`config.mk`:
```
export PLATFORM = sky130hd
export DESIGN_NAME = axis_packetizer
export DESIGN_NICKNAME = d
export VERILOG_FILES = /design/src/rtl/axis_packetizer_pkg.sv /design/src/rtl/axis_skid_buffer.sv /design/src/rtl/axis_packetizer.sv
export SDC_FILE = /design/constraint.sdc
export NUM_CORES = 1
export LEC_CHECK = 0
export CORE_MARGIN = 4
export CORE_UTILIZATION = 30
export CTS_BUF_LIST = sky130_fd_sc_hd__clkbuf_4
export DETAILED_ROUTE_END_ITERATION = 8
export PLACE_DENSITY = 0.62
export SLEW_MARGIN = 20
export SYNTH_ARGS = -nofsm -noshare
export SYNTH_HDL_FRONTEND = slang
export SYNTH_SLANG_ARGS = --single-unit
```
`constraint.sdc`:
```
create_clock -name s00_axis_aclk -period 3.66 [get_ports s00_axis_aclk]
set_clock_uncertainty 0.15 [all_clocks]
set_input_delay 0.915 -clock s00_axis_aclk [delete_from_list [all_inputs] [get_ports s00_axis_aclk]]
set_output_delay 0.915 -clock s00_axis_aclk [all_outputs]
set_load 0.01 [all_outputs]
```
`src/rtl/axis_packetizer_pkg.sv`:
```
// Shared stream constants and framing state encoding for the packetizer
// and the memory controller/memory stream path.
package axis_packetizer_pkg;

   localparam int AXIS_DATA_WIDTH = 32;
   localparam int AXIS_STRB_WIDTH = AXIS_DATA_WIDTH / 8;

   typedef enum logic {
      IDLE   = 1'b0,
      ACTIVE = 1'b1
   } pkt_state_e;

endpackage

```
`src/rtl/axis_skid_buffer.sv`:
```
// 2-entry register slice (output register + skid register), strict FIFO order.
// Latency: 1 cycle from input acceptance to output valid.
// Backpressure: absorbs one beat on a stall; in_rdy is registered and low only while the skid is full.
module axis_skid_buffer #(
   parameter int WIDTH = 8
) (
   input  logic             clk,
   input  logic             rst_n,
   input  logic [WIDTH-1:0] in_dat,
   input  logic             in_vld,
   output logic             in_rdy,
   output logic [WIDTH-1:0] out_dat,
   output logic             out_vld,
   input  logic             out_rdy
);

   logic [WIDTH-1:0] skid_dat;
   logic             skid_vld;
   logic             in_fire;
   logic             out_free;

   assign in_fire  = in_vld && in_rdy;
   assign out_free = !out_vld || out_rdy;

   // in_rdy always equals !skid_vld outside reset, so no beat can arrive while the skid is occupied.
   always_ff @(posedge clk or negedge rst_n) begin
      if (!rst_n) begin
         out_dat  <= '0;
         out_vld  <= 1'b0;
         skid_dat <= '0;
         skid_vld <= 1'b0;
         in_rdy   <= 1'b0;
      end else if (out_free) begin
         in_rdy <= 1'b1;
         if (skid_vld) begin
            out_dat  <= skid_dat;
            out_vld  <= 1'b1;
            skid_vld <= 1'b0;
         end else begin
            out_vld <= in_fire;
            if (in_fire) begin
               out_dat <= in_dat;
            end
         end
      end else if (in_fire) begin
         skid_dat <= in_dat;
         skid_vld <= 1'b1;
         in_rdy   <= 1'b0;
      end
   end

endmodule

```
`src/rtl/axis_packetizer.sv`:
```
// Frames an unframed AXI-Stream into cfg_frame_len-beat frames, tagging the last beat with tlast.
// Latency: 1 cycle (beat accepted at edge N is on m00_* after edge N).
// Backpressure: 2-entry skid buffer, registered s00_axis_tready, full rate while m00_axis_tready is high.
module axis_packetizer
   import axis_packetizer_pkg::*;
#(
   parameter int DATA_WIDTH = AXIS_DATA_WIDTH,
   parameter int LEN_WIDTH  = 12
) (
   input  logic                    s00_axis_aclk,
   input  logic                    s00_axis_aresetn,
   input  logic [LEN_WIDTH-1:0]    cfg_frame_len,
   input  logic [DATA_WIDTH-1:0]   s00_axis_tdata,
   input  logic [DATA_WIDTH/8-1:0] s00_axis_tstrb,
   input  logic                    s00_axis_tvalid,
   input  logic                    s00_axis_tlast,
   output logic                    s00_axis_tready,
   output logic [DATA_WIDTH-1:0]   m00_axis_tdata,
   output logic [DATA_WIDTH/8-1:0] m00_axis_tstrb,
   output logic                    m00_axis_tvalid,
   output logic                    m00_axis_tlast,
   input  logic                    m00_axis_tready,
   output logic [15:0]             frames_sent,
   output logic                    short_frame
);

   localparam int STRB_WIDTH = DATA_WIDTH / 8;
   localparam int BUF_WIDTH  = DATA_WIDTH + STRB_WIDTH + 1;

   pkt_state_e           state;
   logic [LEN_WIDTH-1:0] len_q;
   logic [LEN_WIDTH-1:0] beat_cnt;
   logic [LEN_WIDTH-1:0] cnt_inc;
   logic                 in_fire;
   logic                 out_fire;
   logic                 len_hit;
   logic                 tag_last;
   logic [BUF_WIDTH-1:0] buf_in;
   logic [BUF_WIDTH-1:0] buf_out;

   assign in_fire  = s00_axis_tvalid && s00_axis_tready;
   assign out_fire = m00_axis_tvalid && m00_axis_tready;
   assign cnt_inc  = beat_cnt + LEN_WIDTH'(1);

   // A length of 0 behaves as 1, so anything <= 1 closes the frame on its first beat.
   always_comb begin
      len_hit = 1'b0;
      if (state == IDLE) begin
         len_hit = (cfg_frame_len <= LEN_WIDTH'(1));
      end else begin
         len_hit = (cnt_inc == len_q);
      end
      tag_last = len_hit || s00_axis_tlast;
   end

   always_ff @(posedge s00_axis_aclk or negedge s00_axis_aresetn) begin
      if (!s00_axis_aresetn) begin
         state       <= IDLE;
         len_q       <= '0;
         beat_cnt    <= '0;
         short_frame <= 1'b0;
      end else begin
         short_frame <= in_fire && s00_axis_tlast && !len_hit;
         if (in_fire) begin
            if (state == IDLE) begin
               len_q    <= (cfg_frame_len == '0) ? LEN_WIDTH'(1) : cfg_frame_len;
               beat_cnt <= LEN_WIDTH'(1);
               state    <= tag_last ? IDLE : ACTIVE;
            end else begin
               beat_cnt <= cnt_inc;
               if (tag_last) begin
                  state <= IDLE;
               end
            end
         end
      end
   end

   // Frames count on downstream acceptance of the tlast beat, not on tagging.
   always_ff @(posedge s00_axis_aclk or negedge s00_axis_aresetn) begin
      if (!s00_axis_aresetn) begin
         frames_sent <= '0;
      end else if (out_fire && m00_axis_tlast) begin
         frames_sent <= frames_sent + 16'd1;
      end
   end

   assign buf_in = {s00_axis_tdata, s00_axis_tstrb, tag_last};

   axis_skid_buffer #(
      .WIDTH (BUF_WIDTH)
   ) u_skid (
      .clk     (s00_axis_aclk),
      .rst_n   (s00_axis_aresetn),
      .in_dat  (buf_in),
      .in_vld  (s00_axis_tvalid),
      .in_rdy  (s00_axis_tready),
      .out_dat (buf_out),
      .out_vld (m00_axis_tvalid),
      .out_rdy (m00_axis_tready)
   );

   assign {m00_axis_tdata, m00_axis_tstrb, m00_axis_tlast} = buf_out;

endmodule

```
**After elaboration in Yosys (flattened, before gate mapping)**

Cells that the tools add are included.

- Input port bits: 53
- Register bits after elaboration: 119
- Word-level logic and storage cells: 42
- Output and inout port bits: 56

- Bitwise logic cells: 2
- Equality and inequality tests: 1
- Reduce and logical (&&, ||, !) cells: 15
- Magnitude comparators: 1
- Add/subtract/negate cells: 2
- Muxes and demuxes: 11

Operators by type and width:

| kind | count |
|---|---|
| $mux W37 | 2 |
| $mux W12 | 2 |
| $add A16 B1 Y16 const B | 1 |
| $add A12 B1 Y12 const B | 1 |
| $eq A12 B12 Y1 | 1 |
| $le A12 B1 Y1 const B | 1 |
| $logic_not A12 Y1 | 1 |
| $mux W1 | 7 |
| $reduce_and A2 Y1 | 3 |
| $logic_and A1 B1 Y1 | 5 |
| $reduce_bool A2 Y1 | 2 |
| $logic_not A1 Y1 | 2 |
| $logic_or A1 B1 Y1 | 2 |
| $not A1 Y1 | 2 |

**Logic depth before layout (Yosys ltp)**

Gate-level depths: netlist (run 1).

- Depth after elaboration: 6
- Depth in mapped cells: 7

**Modules after synthesis**

From an unflattened synthesis (run 1), not the netlist that was laid out.

- Cell total of the unflattened synthesis: 430
- Area, all modules: 5582.9 um2

Modules (own cells, without submodules):

| module | sequential area each (um2) | area an instance (um2) | times used | cells an instance |
|---|---|---|---|---|
| axis_skid_buffer | 1926.8 | 3378.2 | 1 | 207 |
| axis_packetizer | 1051.0 | 2204.6 | 1 | 223 |

**Worst setup path after synthesis (run 1)**

Ideal clock, no wire load.

- Path kind: reg-to-reg
- From: reg beat_cnt[0]
- To: reg state
- Stages on the path, launching flop included: 8
- Path slack: 1081 ps
- Data arrival time: 2308 ps
- Required time: 3389 ps
- Period minus slack after synthesis: 2579 ps
- Buffers on the path: 0
- Library setup time: 121 ps
- Cells stage by stage: dfrtp_1 -> ha_1 -> and3_4 -> nand3_2 -> xnor2_1 -> or4_1 -> or4_4 -> a22o_1

- Longest elaborated chain between the ends: 5

Ends and longest elaborated chain:

| item | line | text |
|---|---|---|
| start, declared | axis_packetizer.sv:32 | `logic [LEN_WIDTH-1:0] beat_cnt;` |
| start signal, assigned | axis_packetizer.sv:70 | `beat_cnt <= cnt_inc;` |
| $add A12 B1 Y12 | axis_packetizer.sv:43 | `assign cnt_inc = beat_cnt + LEN_WIDTH'(1);` |
| $eq A12 B12 Y1 | axis_packetizer.sv:51 | `len_hit = (cnt_inc == len_q);` |
| $mux W1 | axis_packetizer.sv:48 | `if (state == IDLE) begin` |
| $logic_or A1 B1 Y1 | axis_packetizer.sv:53 | `tag_last = len_hit \|\| s00_axis_tlast;` |
| $mux W1 | axis_packetizer.sv:68, axis_packetizer.sv:71 |  |
| end signal, assigned | axis_packetizer.sv:68 | `state <= tag_last ? IDLE : ACTIVE;` |
| end, declared | axis_packetizer.sv:30 | `pkt_state_e state;` |

No other way between the ends.
A chain may end at the register's enable or synchronous reset.

**Worst setup path in the final report (run 1)**

Same ends and word-level chain as after synthesis.

==> impl_metrics.yaml, run 1 <==
synthesis:
  synth.avg_cell_area_sq_um: 11.6
  yosysWarnings: 0
  synthArstFlopShare: 1.00
  syn-cell-area_sq_um: 5350
  synthFlopType: "dfrtp_1"
  synth-edff-count: 0
  synth_cell_types: 40
  synthCells: 463
  synth_fp_nets: 518
  ys_seq_elements: 119
  yosysSeqAreaShare: 0.556
timing:
  timing.final.crit_share: 0.774
  fmax_mhz: 353
  finalMaxSlewViolations: 0
  period_minus_slack_ns: 2.83
  rsz0062_at_grt: "no"
  fin_setup_tns_ns: 0
  relSlewSlack: 0.573
  setup_viol: 0
  worst_pin_slew_ns: 0.640
  fin_ws_ns: 0.827
  hold_violations: 0
power:
  powerDensity_nw_per_um2: 552
  p_leak_nw: 2.83
  ir_drop_v: 0.000236
  finalPower_mw: 3.84
critical_path:
  critPathMaxFanout: 7
  required_ns: 3.93
  slowest_delay_ns: 0.56
  path_cells: "ha_1 -> and3_4 -> nand3_2 -> xnor2_1 -> or4_1 -> or4_4 -> a22o_1"
  cp_slowest_cell: "or4_4"
  crit_path_start_kind: "register"
  critical_path_arrival_ns: 3.10
  path_delay_family: "simple AND/OR/NAND/NOR gates"
  crit_buf_inv: 0
  cp-end-kind: "register"
  crit_type: "reg2reg"
cts:
  cts_buffers: 17
  cts.htree.levels: 4
  clock_sink_count: 119
  clockBufferDepth: 2
  path_clk_slew_ns: 0.11
  postCtsHoldBufs: 0
  cts_root_buf: "clkbuf_4"
  cts_resized: 0
  cts_setup_buffers: 0
  clock_latency_ns: 0.52
  tritoncts: "done"
routing:
  drtPass1Iterations: 4
  via_count: 3864
  drt_iter0_markers: 204
  via_per_inst: 4.78
  wl_per_cell_microns: 15.0
  drt-total-wl_microns: 12100
  antenna_left: 0
  drc: 0
global_routing:
  grt_pass1_vias: 4041
  antenna_found_initial: 1
  grt_max_degree: 53
  grt_pass1_wl_microns: 20300
  grt.total_usage: 0.127
  overflow: 0
status:
  status: "finished clean"
place:
  place.gp.congestion: 0.877
  dp_hpwl_microns: 8630
  pre_cts_ws_ns: 0.619
  dpl_cell_area_sq_um: 6680
  portBuffers: 108
floorplan:
  boundaryPins: 109
  die_w_microns: 142
  core_area_sq_um: 17400
  die_area_sq_um: 20000
  die_y_microns: 142
  row_count: 48
  initial_core_util: 0.307
finish:
  nFillCells: 1695
  fin_area_sq_um: 6970
  nNetsFinal: 624
  drive_gt1_frac: 0.167
  multiInputGateArea_sq_um: 2260
  ff_latch_area_sq_um: 2980
  areaGrowthSynthToFinish_pct: 30.2
  final_cell_mix: "dfrtp_1, clkdlybuf4s50_1, mux2_2"
  final_common_cell: "dfrtp_1"
worst_hold_path:
  hold_path_class: "in2async"
flow_run:
  drv_cap: 0
synthesized netlist by cell type (all sizes together) (6+ instances only):
cell / n / area share
o31ai: 7 / 0.0098
mux2i: 38 / 0.071
xnor2: 23 / 0.038
nor2b: 6 / 0.0070
clkbuf: 18 / 0.013
xor2: 9 / 0.015
nor2: 44 / 0.031
a21oi: 43 / 0.040
mux2: 48 / 0.10
dfrtp: 119 / 0.56
and3: 6 / 0.0079
nand2: 20 / 0.014
buf: 9 / 0.0093
nand3: 12 / 0.012
a21o: 6 / 0.0084
nand4: 7 / 0.0094
nor3: 10 / 0.0094
o21ai: 10 / 0.0094
state kept, by name, indices dropped and copies added (netlist names):
signal and cells:
state 1, u_skid.in_rdy 1, short_frame 1, u_skid.out_dat 37, beat_cnt 12, u_skid.skid_dat 37
u_skid.out_vld 1, len_q 12, u_skid.skid_vld 1, frames_sent 16
metal layers:
| layer | track usage | vias up | routed length (microns) |
|---|---|---|---|
| li1 | - | 1840 | - |
| met1 | 0.169 | 1912 | 5540 |
| met2 | 0.200 | 100 | 5840 |
| met3 | 0.0431 | 12 | 550 |
| met4 | 0.0348 | 0 | 167 |
| met5 | 0 | - | 0 |
layout make-up:
type / instances / share of cell area
Antenna cell: 1 / 0.000359
Sequential cell: 119 / 0.427
Multi-Input combinational cell: 315 / 0.325
Timing Repair Buffer: 114 / 0.165
Clock buffer: 21 / 0.0226
Tap cell: 225 / 0.0404
Clock inverter: 11 / 0.0188
Inverter: 2 / 0.00108
stage by stage:
stage | hold slack [ns] | utilization | instances
2_1_floorplan | 0.320 | - | 463
3_3_place_gp | 0.312 | 0.383 | 775
3_5_place_dp | 0.333 | 0.383 | 775
4_1_cts | 0.191 | 0.400 | 807
5_1_grt | 0.210 | 0.400 | 808
6_report | 0.233 | 0.400 | 808
final timing paths:
| kind | startpoint | end | slack, ns | cells past startpoint |
|---|---|---|---|---|
| worst max register to register | beat_cnt[0] | state | 0.83 | 7 |
| worst max-delay path | beat_cnt[0] | state | 0.83 | 7 |
| min in group s00_axis_aclk | frames_sent[15] | frames_sent[15] | 0.34 | 1 |
| max in group asynchronous | s00_axis_aresetn | u_skid.skid_dat[15] | 2.34 | 2 |
| worst min-delay path | s00_axis_aresetn | len_q[10] | 0.23 | 1 |
| worst min register to register | frames_sent[15] | frames_sent[15] | 0.34 | 1 |
power by group:
group	internal, mW	total, mW	switching, mW
logic	0.597	1.03	0.437
registers	1.62	1.83	0.217
clock network	0.495	0.978	0.483
logic make-up after synthesis:
logic type | after synthesis | share of synthesized area
adders and majority gates | 2 | 0.00467
buffers and inverters | 29 | 0.0234
DFF | 119 | 0.556
and+or+nand+nor | 121 | 0.112
AOI/OAI and AO/OA | 74 | 0.0792
muxes | 86 | 0.172
xor gates and xnor gates | 32 | 0.0524
No activity file was read; power rests on OpenSTA's default activity.
==> run 2, diff against run 1 <==
- PLACE_DENSITY: 0.62 -> 0.64
- clock period: 3.66 -> 2.6 ns (I/O delays scaled with it)
==> run 2 against run 1 <==
Wire length increased by 2.5%. Sequential share of layout area decreased by 0.49 points. Clock power grew 12%. Global-route usage up 0.42 points. Critical path type unchanged.
==> impl_metrics.yaml, run 2 (synthesis gave the netlist of run 1 again) <==
finish:
  diodes: 0
  drive_gt1_frac: 0.180
  final_cell_mix: "dfrtp_1, clkdlybuf4s50_1, mux2_2"
  ff_latch_area_sq_um: 2980
  nFillCells: 1685
  instances_no_fill: 819
  multiInputGateArea_sq_um: 2270
  reg_top3: "u_skid.out_dat: 37 flops, u_skid.skid_dat: 37 flops, frames_sent: 16 flops"
  nNetsFinal: 640
  fin_util: 0.405
  final_common_cell: "dfrtp_1"
  areaGrowthSynthToFinish_pct: 31.7
critical_path:
  reg2reg_depth: 7
  r2r_setup_slack_ns: 0.07
  crit_type: "reg2reg"
  critical_path_arrival_ns: 2.79
  cp-end-kind: "register"
  r2r-start: "beat_cnt[0]"
  rr_endpoint: "state"
  path_cells: "ha_4 -> xor2_1 -> nor2_1 -> o311ai_0 -> or4_1 -> or4_4 -> a22o_1"
  critPathMaxFanout: 4
  cp_slowest_cell: "or4_4"
  slowest_delay_ns: 0.54
  required_ns: 2.86
  crit_path_start_kind: "register"
power:
  p_comb_frac: 0.298
  clock_power_share: 0.211
  pwr-share-seq: 0.491
  p_sw_mw: 1.57
  p_sw_frac: 0.302
  powerDensity_nw_per_um2: 740
  ir_drop_v: 0.000328
  power.internal_mw: 3.64
  p_leak_nw: 2.88
  finalPower_mw: 5.22
timing:
  finalMaxSlewViolations: 0
  period_minus_slack_ns: 2.53
  hold_violations: 0
  worst_pin_slew_ns: 0.694
  relSlewSlack: 0.538
  timing.final.crit_share: 0.972
  setup_viol: 0
  fmax_mhz: 396
cts:
  cts.htree.levels: 4
  clock_latency_ns: 0.51
  clock_sink_count: 119
  cts_root_buf: "clkbuf_4"
  tritoncts: "done"
  path_clk_slew_ns: 0.10
  clockBufferDepth: 2
  cts_buffers: 17
place:
  place.gp.congestion: 0.833
  portBuffers: 108
  dp_hpwl_microns: 8600
  place_inst: 790
floorplan:
  boundaryPins: 109
  row_count: 48
  die_area_sq_um: 20000
  die_y_microns: 142
  die_w_microns: 142
  initial_core_util: 0.307
  core_area_sq_um: 17400
routing:
  drt_iter0_markers: 214
  drc: 0
  drtPass1Iterations: 4
  antenna_left: 0
  wl_per_cell_microns: 15.1
  via_per_inst: 4.76
  via_count: 3897
  drt-total-wl_microns: 12400
global_routing:
  grt_pass1_vias: 4074
  grt_pass1_wl_microns: 20900
  overflow: 0
  grt_max_degree: 62
  grt.total_usage: 0.132
  antenna_found_initial: 0
worst_hold_path:
  hold_path_class: "reg2reg"
  hp-start: "frames_sent[15]"
  hold_depth: 1
  min_to: "frames_sent[15]"
status:
  status: "finished clean"
flow_run:
  drv_cap: 0
==> run 2: critical path, delay by kind of cell (launching register included) <==
kind / cells / cell delay, ns
and+or+nand+nor: 3 / 1.10
adders and majority gates: 1 / 0.26
DFF: 1 / 0.43
AOI/OAI and AO/OA: 2 / 0.34
xor gates and xnor gates: 1 / 0.15
==> run 2: layout make-up <==
type / count / area share
tap: 225 / 0.0399
inverter: 2 / 0.00106
clock inverter: 8 / 0.00870
clock buffer: 20 / 0.0213
timing repair buffer: 130 / 0.184
sequential: 119 / 0.423
multi-input combinational: 315 / 0.323
==> run 2: worst max-delay path by stage <==
stage                           start     to  slack [ns]
after detailed placement  beat_cnt[0]  state        0.04
after global placement    beat_cnt[0]  state        0.08
after global routing      beat_cnt[0]  state      -0.005
after floorplan           beat_cnt[0]  state        0.02
after CTS                 beat_cnt[0]  state        0.04
final                     beat_cnt[0]  state        0.07
==> run 2: stage by stage <==
step           setup WS [ns]  area, sq um  hold WS [ns]  setup TNS, ns
2_1_floorplan         0.0206         5350         0.204              0
3_3_place_gp          0.0815         6820         0.314              0
3_5_place_dp          0.0409         6820         0.319              0
4_1_cts               0.0354         7040         0.331              0
5_1_grt             -0.00507         7050         0.333       -0.00507
6_report              0.0717         7050         0.327              0
==> run 2: routing by layer <==
layer,wire (microns),GRT usage,part of all wire
met1,5430,0.166,0.44
met2,6090,0.213,0.49
met3,734,0.0398,0.059
met4,151,0.0515,0.012
met5,0,0,0
==> run 2: timing repair <==
item                                   CTS  global route
resized for setup                        0             1
buffers inserted                         0             0
endpoints found under the hold margin  119             0
hold buffers                             1             0
setup endpoints to repair                0             2
==> run 2: power by group through the flow <==
stage | Combinational (mW) | Sequential (mW) | Clock [mW]
after floorplan | 0.725 | 2.62 | 0
after global placement | 1.53 | 2.58 | 0
after detailed placement | 1.56 | 2.59 | 0
after CTS | 1.58 | 2.56 | 1.18
after global routing | 1.72 | 2.63 | 1.26
final | 1.55 | 2.56 | 1.10
==> RTL edit (flow settings as in run 1) <==
Change the parameter `LEN_WIDTH` from 12 to 24.
--- a/src/rtl/axis_packetizer.sv
+++ b/src/rtl/axis_packetizer.sv
@@ -5,7 +5,7 @@
    import axis_packetizer_pkg::*;
 #(
    parameter int DATA_WIDTH = AXIS_DATA_WIDTH,
-   parameter int LEN_WIDTH  = 12
+   parameter int LEN_WIDTH  = 24
 ) (
    input  logic                    s00_axis_aclk,
    input  logic                    s00_axis_aresetn,
Ports: changed (resized cfg_frame_len); port bits go from 109 to 121. No check against the original RTL was run, so the function may have changed too.
==> RTL edit against run 1 <==
Combinational power grew 29%. Area after synthesis increased by 29%. Critical path depth is 1 higher. Wire length is 42% higher. Cell area is 25% higher. Sequential cell count is 24 higher. Worst setup slack lost 410 ps. Total power is 22% higher. Synthesized cell count is 37% higher. Non-clock buffer count grew 24.
==> RTL edit: results (changes against run 1) <==
Status
  – Outcome: complete, no violations

Synthesis
  – Seq/Total Area, Yosys: 52.0% (-3.7 points)
  – Syn Nets: 700 (+35%)
  – Cells after Synth: 633 (+37%)
  – Top cells by count, synth: dfrtp_1 (143), mux2_2 (60), nor2_1 (59)
  – Synth Area in Compound Gates: 8.80% (+0.87 points)
  – Synth area leaders: dfrtp_1 (52%), mux2_2 (9.8%), mux2i_1 (5.7%)
  – Post-synthesis adder-cell area fraction: 0.364% (-0.10 points)
  – Unique masters post-synth: 55 (+38%)

Placed design
  – Post-DP HPWL: 11900 um (+38%)
  – Placed inst area: 0.00844 sq mm (+26%)
  – Worst slack at placement: 485 ps (-135 ps)
  – Global placer's final weighted congestion: 0.821 (-6.3%)
  – Cells after DPL: 1023 (+32%)
  – PortBufs: 120 (+11%)

GRT
  – Vias in the first global route: 5325 (+32%)
  – GRT Util Overall: 13.7% (+1.0 points)
  – First-pass GRT wire length: 28200 um (+39%)
  – Met2 usage: 22.4% (+2.4 points)
  – Global routing met1 resource utilization: 16.6% (-0.33 points)
  – Pin count of the biggest net entering global routing: 73 (+38%)
  – Met3 global-route usage: 5.46% (+1.1 points)

Route
  – DRT iter0 DRCs: 243 (+19%)
  – Drt pass-1 iters: 5 (+1)
  – WL met2: 8060 um (+38%)
  – Metal3 WL: 1320 um (+140%)
  – Length of routed wiring on met1: 7470 um (+35%)
  – Post-DR wirelength/cell: 16.3 um (+9.0%)
  – Via count: 5111 (+32%)

Critical path
  – Reg-to-reg startpoint: beat_cnt[0]
  – FF-to-FF End: short_frame
  – Reg-to-reg slack, setup: 420 ps (-410 ps)
  – R2R depth: 8 (+1)

STA
  – Fin crit period: 3240 ps (+408 ps)
  – Tightest Pin Transition: 689 ps (+48.6 ps)

Pwr
  – Psw: 1.52 mW (+34%)
  – Top power group: registers
  – Worst vdd ir: 0.258 mV (+9.3%)
  – Seq. pwr: 2.26 mW (+23%)
  – Clk. pwr: 1.11 mW (+13%)
  – Pleak: 3.54 nW (+25%)
  – Internal power: 3.18 mW (+18%)

Final layout
  – Layout Cells excl Fill: 1055 (+31%)
  – Biggest regs: u_skid.out_dat: 37 flops, u_skid.skid_dat: 37 flops
  – Ant diodes: 0 (-1)
  – Fillcell total: 2183 (+29%)
  – Fin nets: 824 (+32%)
  – Fraction of layout cells with a size suffix above 1: 16.8% (+0.087 points)

Clock network
  – Worst-path clk slew: 130 ps (+20 ps)
  – Worst-Skew Late Latency: 550 ps (+30 ps)
## RTL edit: worst max-delay path by stage
stage / startpoint / end / slack [ps] / cells after the start
4_1_cts: beat_cnt[0] / short_frame / 470 / 8
2_1_floorplan: beat_cnt[0] / short_frame / 910 / 8
3_5_place_dp: beat_cnt[0] / short_frame / 480 / 8
6_report: beat_cnt[0] / short_frame / 420 / 8
3_3_place_gp: cfg_frame_len[20] / short_frame / 550 / 7
5_1_grt: beat_cnt[0] / short_frame / 230 / 8
## RTL edit: area by class of cell
type                            instances  area (sq um)  share of cell area (%)
Multi-Input combinational cell        452          3120                    35.7
Clock buffer                           19           143                    1.63
Timing Repair Buffer                  138          1360                    15.6
Sequential cell                       143          3580                    40.9
Clock inverter                         13           163                    1.86
Tap cell                              285           357                    4.08
Inverter                                5          18.8                   0.215
## RTL edit: worst max-delay path: stages (launching register included)
cell and delay (ps):
dfrtp_1 530, ha_1 310, nand4_2 200, nor3_1 580, xnor2_1 150, a2111o_1 450
nor4_4 360, a41oi_2 190, and3_1 220
